`src/rtl/branch_resolve_queue_pkg.sv`:
```
// Shared branch-unit definitions: queue entry layout, instruction size and
// the 2-bit direction predictor state encoding.
package branch_pkg;

   localparam int unsigned BR_XLEN       = 32;
   localparam int unsigned BR_INSN_BYTES = 4;

   typedef struct packed {
      logic [BR_XLEN-1:0] pc;
      logic               taken;
   } br_entry_t;

   typedef enum logic [1:0] {
      SNT = 2'b00,
      WNT = 2'b01,
      WT  = 2'b10,
      ST  = 2'b11
   } br_pred_state_e;

endpackage

```
`src/rtl/branch_resolve_queue_fifo.sv`:
```
// Parameterised synchronous FIFO; a pop frees the slot for a same-cycle push
// when full. Storage is not reset.
module br_fifo #(
   parameter int unsigned WIDTH = 33,
   parameter int unsigned DEPTH = 4
) (
   input  logic                   clk_i,
   input  logic                   rst_i,
   input  logic                   push_i,
   input  logic                   pop_i,
   input  logic [WIDTH-1:0]       din_i,
   output logic [WIDTH-1:0]       dout_o,
   output logic                   full_o,
   output logic                   empty_o,
   output logic [$clog2(DEPTH):0] count_o
);

   localparam int unsigned PW = $clog2(DEPTH);

   logic [WIDTH-1:0] mem_q [DEPTH];
   logic [PW-1:0]    rd_q, rd_d, wr_q, wr_d;
   logic [PW:0]      cnt_q, cnt_d;
   logic             do_push, do_pop;

   assign empty_o = (cnt_q == '0);
   assign full_o  = (cnt_q == (PW+1)'(DEPTH));
   assign count_o = cnt_q;
   assign dout_o  = mem_q[rd_q];

   assign do_pop  = pop_i & ~empty_o;
   assign do_push = push_i & (~full_o | do_pop);

   always_comb begin
      rd_d  = rd_q;
      wr_d  = wr_q;
      cnt_d = cnt_q;
      if (do_push) wr_d = wr_q + PW'(1);
      if (do_pop)  rd_d = rd_q + PW'(1);
      case ({do_push, do_pop})
         2'b10:   cnt_d = cnt_q + (PW+1)'(1);
         2'b01:   cnt_d = cnt_q - (PW+1)'(1);
         default: cnt_d = cnt_q;
      endcase
   end

   always_ff @(posedge clk_i) begin
      if (rst_i) begin
         rd_q  <= '0;
         wr_q  <= '0;
         cnt_q <= '0;
      end else begin
         rd_q  <= rd_d;
         wr_q  <= wr_d;
         cnt_q <= cnt_d;
      end
   end

   always_ff @(posedge clk_i) begin
      if (do_push && !rst_i) mem_q[wr_q] <= din_i;
   end

endmodule

```
`src/rtl/branch_resolve_queue.sv`:
```
// Buffers resolved CDB branch outcomes for predictor training, counts
// overflow drops and raises a registered fetch redirect on misprediction.
module branch_resolve_queue
   import branch_pkg::*;
#(
   parameter int unsigned XLEN  = 32,
   parameter int unsigned DEPTH = 4,
   parameter int unsigned CNTW  = 8
) (
   input  logic                   clock,
   input  logic                   reset,
   input  logic                   cdb_valid,
   input  logic                   cdb_is_branch,
   input  logic                   cdb_taken,
   input  logic                   cdb_pred_taken,
   input  logic [XLEN-1:0]        cdb_pc,
   input  logic [XLEN-1:0]        cdb_target,
   input  logic                   upd_ready,
   output logic                   upd_valid,
   output logic [XLEN-1:0]        upd_pc,
   output logic                   branch_taken,
   output logic                   branch_not_taken,
   output logic                   mispredict,
   output logic [XLEN-1:0]        redirect_pc,
   output logic [$clog2(DEPTH):0] count,
   output logic [CNTW-1:0]        drop_count
);

   logic            cap, deq, full, empty, drop;
   logic [XLEN:0]   head;
   logic            mis_q, mis_d;
   logic [XLEN-1:0] red_q, red_d;
   logic [CNTW-1:0] drop_q, drop_d;

   assign cap  = cdb_valid & cdb_is_branch;
   assign deq  = upd_valid & upd_ready;
   assign drop = cap & full & ~deq;

   br_fifo #(
      .WIDTH (XLEN + 1),
      .DEPTH (DEPTH)
   ) u_fifo (
      .clk_i   (clock),
      .rst_i   (reset),
      .push_i  (cap),
      .pop_i   (deq),
      .din_i   ({cdb_pc, cdb_taken}),
      .dout_o  (head),
      .full_o  (full),
      .empty_o (empty),
      .count_o (count)
   );

   assign upd_valid        = ~empty;
   assign upd_pc           = head[XLEN:1];
   assign branch_taken     = upd_valid &  head[0];
   assign branch_not_taken = upd_valid & ~head[0];

   // Redirect is evaluated regardless of fullness, so dropped entries still redirect.
   always_comb begin
      mis_d  = cap & (cdb_taken != cdb_pred_taken);
      red_d  = red_q;
      drop_d = drop_q;
      if (mis_d) red_d = cdb_taken ? cdb_target : cdb_pc + XLEN'(BR_INSN_BYTES);
      if (drop && drop_q != '1) drop_d = drop_q + CNTW'(1);
   end

   always_ff @(posedge clock) begin
      if (reset) begin
         mis_q  <= 1'b0;
         red_q  <= '0;
         drop_q <= '0;
      end else begin
         mis_q  <= mis_d;
         red_q  <= red_d;
         drop_q <= drop_d;
      end
   end

   assign mispredict  = mis_q;
   assign redirect_pc = red_q;
   assign drop_count  = drop_q;

endmodule

```
`config.mk`:
```
export PLATFORM = sky130hd
export DESIGN_NAME = branch_resolve_queue
export DESIGN_NICKNAME = d
export VERILOG_FILES = /design/src/rtl/branch_resolve_queue_pkg.sv /design/src/rtl/branch_resolve_queue_fifo.sv /design/src/rtl/branch_resolve_queue.sv
export SDC_FILE = /design/constraint.sdc
export NUM_CORES = 1
export LEC_CHECK = 0
export BUFFER_PORTS_ARGS = -buffer_cell sky130_fd_sc_hd__buf_4
export CORE_ASPECT_RATIO = 1.5
export CORE_MARGIN = 2
export CORE_UTILIZATION = 45
export CTS_CLUSTER_SIZE = 25
export DETAILED_ROUTE_END_ITERATION = 8
export GPL_TIMING_DRIVEN = 0
export PLACE_DENSITY = 0.68
export RECOVER_POWER = 25
export SYNTH_ARGS = -nofsm -noshare
export SYNTH_HDL_FRONTEND = slang
export SYNTH_SLANG_ARGS = --single-unit
```
`constraint.sdc`:
```
create_clock -name clock -period 3.7 [get_ports clock]
set_input_delay 0.185 -clock clock [delete_from_list [all_inputs] [get_ports clock]]
set_output_delay 0.185 -clock clock [all_outputs]
set_load 0.03 [all_outputs]
```
==> flow_metrics.tcl <==
set metrics [dict create \
    status "finished, final reports clean" \
    required_ns 3.51 \
    min_period_over_period_pct 66.7 \
    cts_buffers 17 \
    layout_common_cells "edfxtp_1, buf_4, dfxtp_1" \
    grt_usage_pct 21.0 \
    vias_per_cell 5.47 \
    syn_inst 520 \
    top_level_ports 150 \
    crit_arrival_ns 2.28 \
    crit_fanout 10 \
    grt_pass1_wl_um 27700 \
    max_cap_violations 0 \
    clock_skew_ns 0.00837 \
    rsz0062_at_grt "no" \
    chipHeight_um 163 \
    h-tree-depth 4 \
    grt_pass1_vias 5084 \
    p_leak_uw 0.00347 \
    routedWlPerCell_um 19.7 \
    die_w_um 110 \
    rows 58 \
    register_area_sq_um 4960 \
    synth_fp_nets 598 \
    synth_area_sq_um 7610 \
    fp.coreArea_sq_um 16700 \
    criticalPathCategory "flop to output pin" \
    final_common_cell "edfxtp_1" \
    clk_pin_slew_ns 0.07 \
    post_cts_buffers 0 \
    r2r-end "u_fifo.mem_q[3][28]$_DFFE_PP_" \
    finalHoldViolations 0 \
    hold_slack_ns 0.0665 \
    grt_max_degree 20 \
    synthDominantCellAreaShare_pct 52.1 \
    postSynthAreaPerCell_sq_um 14.6 \
    detail_route.first_pass.iterations 5 \
    holdPathStages 3 \
    area_growth_pct 28.3 \
    clock_latency_ns 0.42 \
    final_net_count 785 \
    port_buffers 148 \
    ys_seq_area_share_pct 65.2 \
    drt_iter0_drc 252 \
    multi_input_area_sq_um 2470 \
    ir_drop_mv 0.275 \
    synth-seq-cells 182 \
    nFillCells 1359 \
    antenna_found_initial 0 \
    ys_top_cells_by_area "edfxtp_1, dfxtp_1, mux4_2" \
    setup_viol 0 \
    synth_cell_type_count 43 \
    tns_ns 0 \
    gp_congestion 0.797 \
    maxSlewHeadroom_pct 52.7 \
    cts-root-buf "clkbuf_16" \
    vias 5086 \
    worstReg2RegStart "u_fifo.count_o[0]$_SDFFE_PP0P_" \
    synth_top_cell_by_area "edfxtp_1" \
    hp-class "input pin to flop" \
    drive_above_1_share_pct 29.3 \
    cts_buffer_depth 2 \
    hold_end "redirect_pc[2]$_SDFFE_PP0P_" \
    start_util_pct 45.6 \
    worstRegToRegCells 4 \
    route.detailed.drc 0 \
    yosysWarnings 0 \
    power.density_nw_per_um2 581 \
    cts_tree "yes" \
    n_antenna_cell 0 \
    hp-start "cdb_target[2]" \
    post-route-cell-area_sq_um 9770 \
    slew_viol_final 0 \
    cts.sinks 182 \
    wl_um 18300 \
    r2r_slack_ns 1.77 \
    place_inst 882 \
    hpwlAfterDp_um 12900 \
    period_minus_slack_ns 2.47 \
    grt-ovfl-total 0 \
    worst_pin_slew_ns 0.709 \
    final_antenna_net_count 0 \
    dieArea_sq_um 18000 \
    fin_cells 930 \
    end_kind "output pin" \
    start_kind "flop" \
    post_dp_cell_area_sq_um 9100 \
    fmax_mhz 405 \
]
cell type report:
type | count | area share [%]
well taps | 210 | 2.69
repair buffers | 168 | 13.1
clock inverters | 13 | 1.72
inverters | 13 | 0.500
flip-flops and latches | 182 | 50.8
multi-input cells | 295 | 25.3
clock buffers | 19 | 4.43
plain buffers | 30 | 1.38
synth_stat cells:
cell type	instances
a211o_1	1
a211oi_1	8
a21boi_1	1
a21oi_1	29
a221oi_2	1
a31oi_1	1
and2_1	8
and3_1	19
and4_1	3
and4_2	2
buf_2	6
buf_4	2
buf_6	1
clkbuf_1	21
dfxtp_1	50
edfxtp_1	132
fa_1	1
ha_1	6
inv_1	13
mux2i_1	6
mux4_2	33
nand2_1	21
nand2b_1	1
nand3_1	14
nand4_1	5
nand4_2	1
nand4_4	2
nor2_1	30
nor2b_1	1
nor3_1	16
nor3_2	3
nor4_1	2
nor4b_4	1
o2111ai_1	1
o211ai_1	1
o211ai_4	1
o21a_1	4
o21ai_0	11
o22ai_1	17
o31ai_1	1
or3_1	4
xnor2_1	29
xor2_1	10
worst max-delay path by stage:
| stage | end | slack (ns) | cells after the start |
|---|---|---|---|
| after floorplan | u_fifo.mem_q[0][0]$_DFFE_PP_ | 1.51 | 3 |
| after global placement | u_fifo.mem_q[1][27]$_DFFE_PP_ | 1.02 | 3 |
| after detailed placement | upd_pc[29] | 1.63 | 4 |
| after CTS | upd_pc[29] | 1.16 | 4 |
| after global routing | upd_pc[3] | 1.08 | 4 |
| final | upd_pc[2] | 1.23 | 4 |
sequential cells by signal, summed over array words and instances (netlist names), named ones only:
signal / cells
u_fifo.mem_q: 132
redirect_pc: 32
drop_count: 8
u_fifo.count_o: 3
u_fifo.rd_q: 2
u_fifo.wr_q: 2
mispredict: 1
logic make-up (layout without fill, tap and decap cells):
kind of cell | after synthesis | after routing | synth area share (%)
DFF | 182 | 182 | 65.2
and+or+nand+nor | 133 | 133 | 9.81
AOI/OAI and AO/OA | 77 | 77 | 6.29
buffers and inverters | 43 | 243 | 2.42
xor gates and xnor gates | 39 | 39 | 4.49
muxes | 39 | 39 | 10.5
adders and majority gates | 7 | 7 | 1.25
where the power goes:
part / switching, uW / total [uW] / internal [uW]
sequential: 52.9 / 2320 / 2260
clock: 772 / 1840 / 1070
combinational: 879 / 1520 / 637
per-layer routing:
metal	GRT usage (%)	wire length, um	vias up
met3	6.11	1360	16
met2	35.3	9460	188
met4	6.36	196	0
li1	-	-	2360
met5	0	0	-
met1	26.1	7260	2522
stage by stage:
stage | utilization, % | worst slack [ns] | total power, uW
global route | 58.5 | 1.08 | 5900
detailed placement | 54.5 | 1.63 | 3900
finish | 58.5 | 1.23 | 5680
CTS | 59.0 | 1.16 | 5730
global placement | 53.9 | 1.02 | 3870
floorplan | - | 1.51 | 3350
critical path, stage by stage, from the launching register on:
cell	delay, ns
dfxtp_1	0.31
clkbuf_1	0.33
buf_2	0.44
mux4_2	0.58
buf_4	0.19
repair_timing:
| action | CTS | global route |
|---|---|---|
| gates resized for setup | 0 | 0 |
| hold buffers | 14 | 2 |
| endpoints found under the hold margin | 56 | 8 |
(Power assumes the default switching activity.)
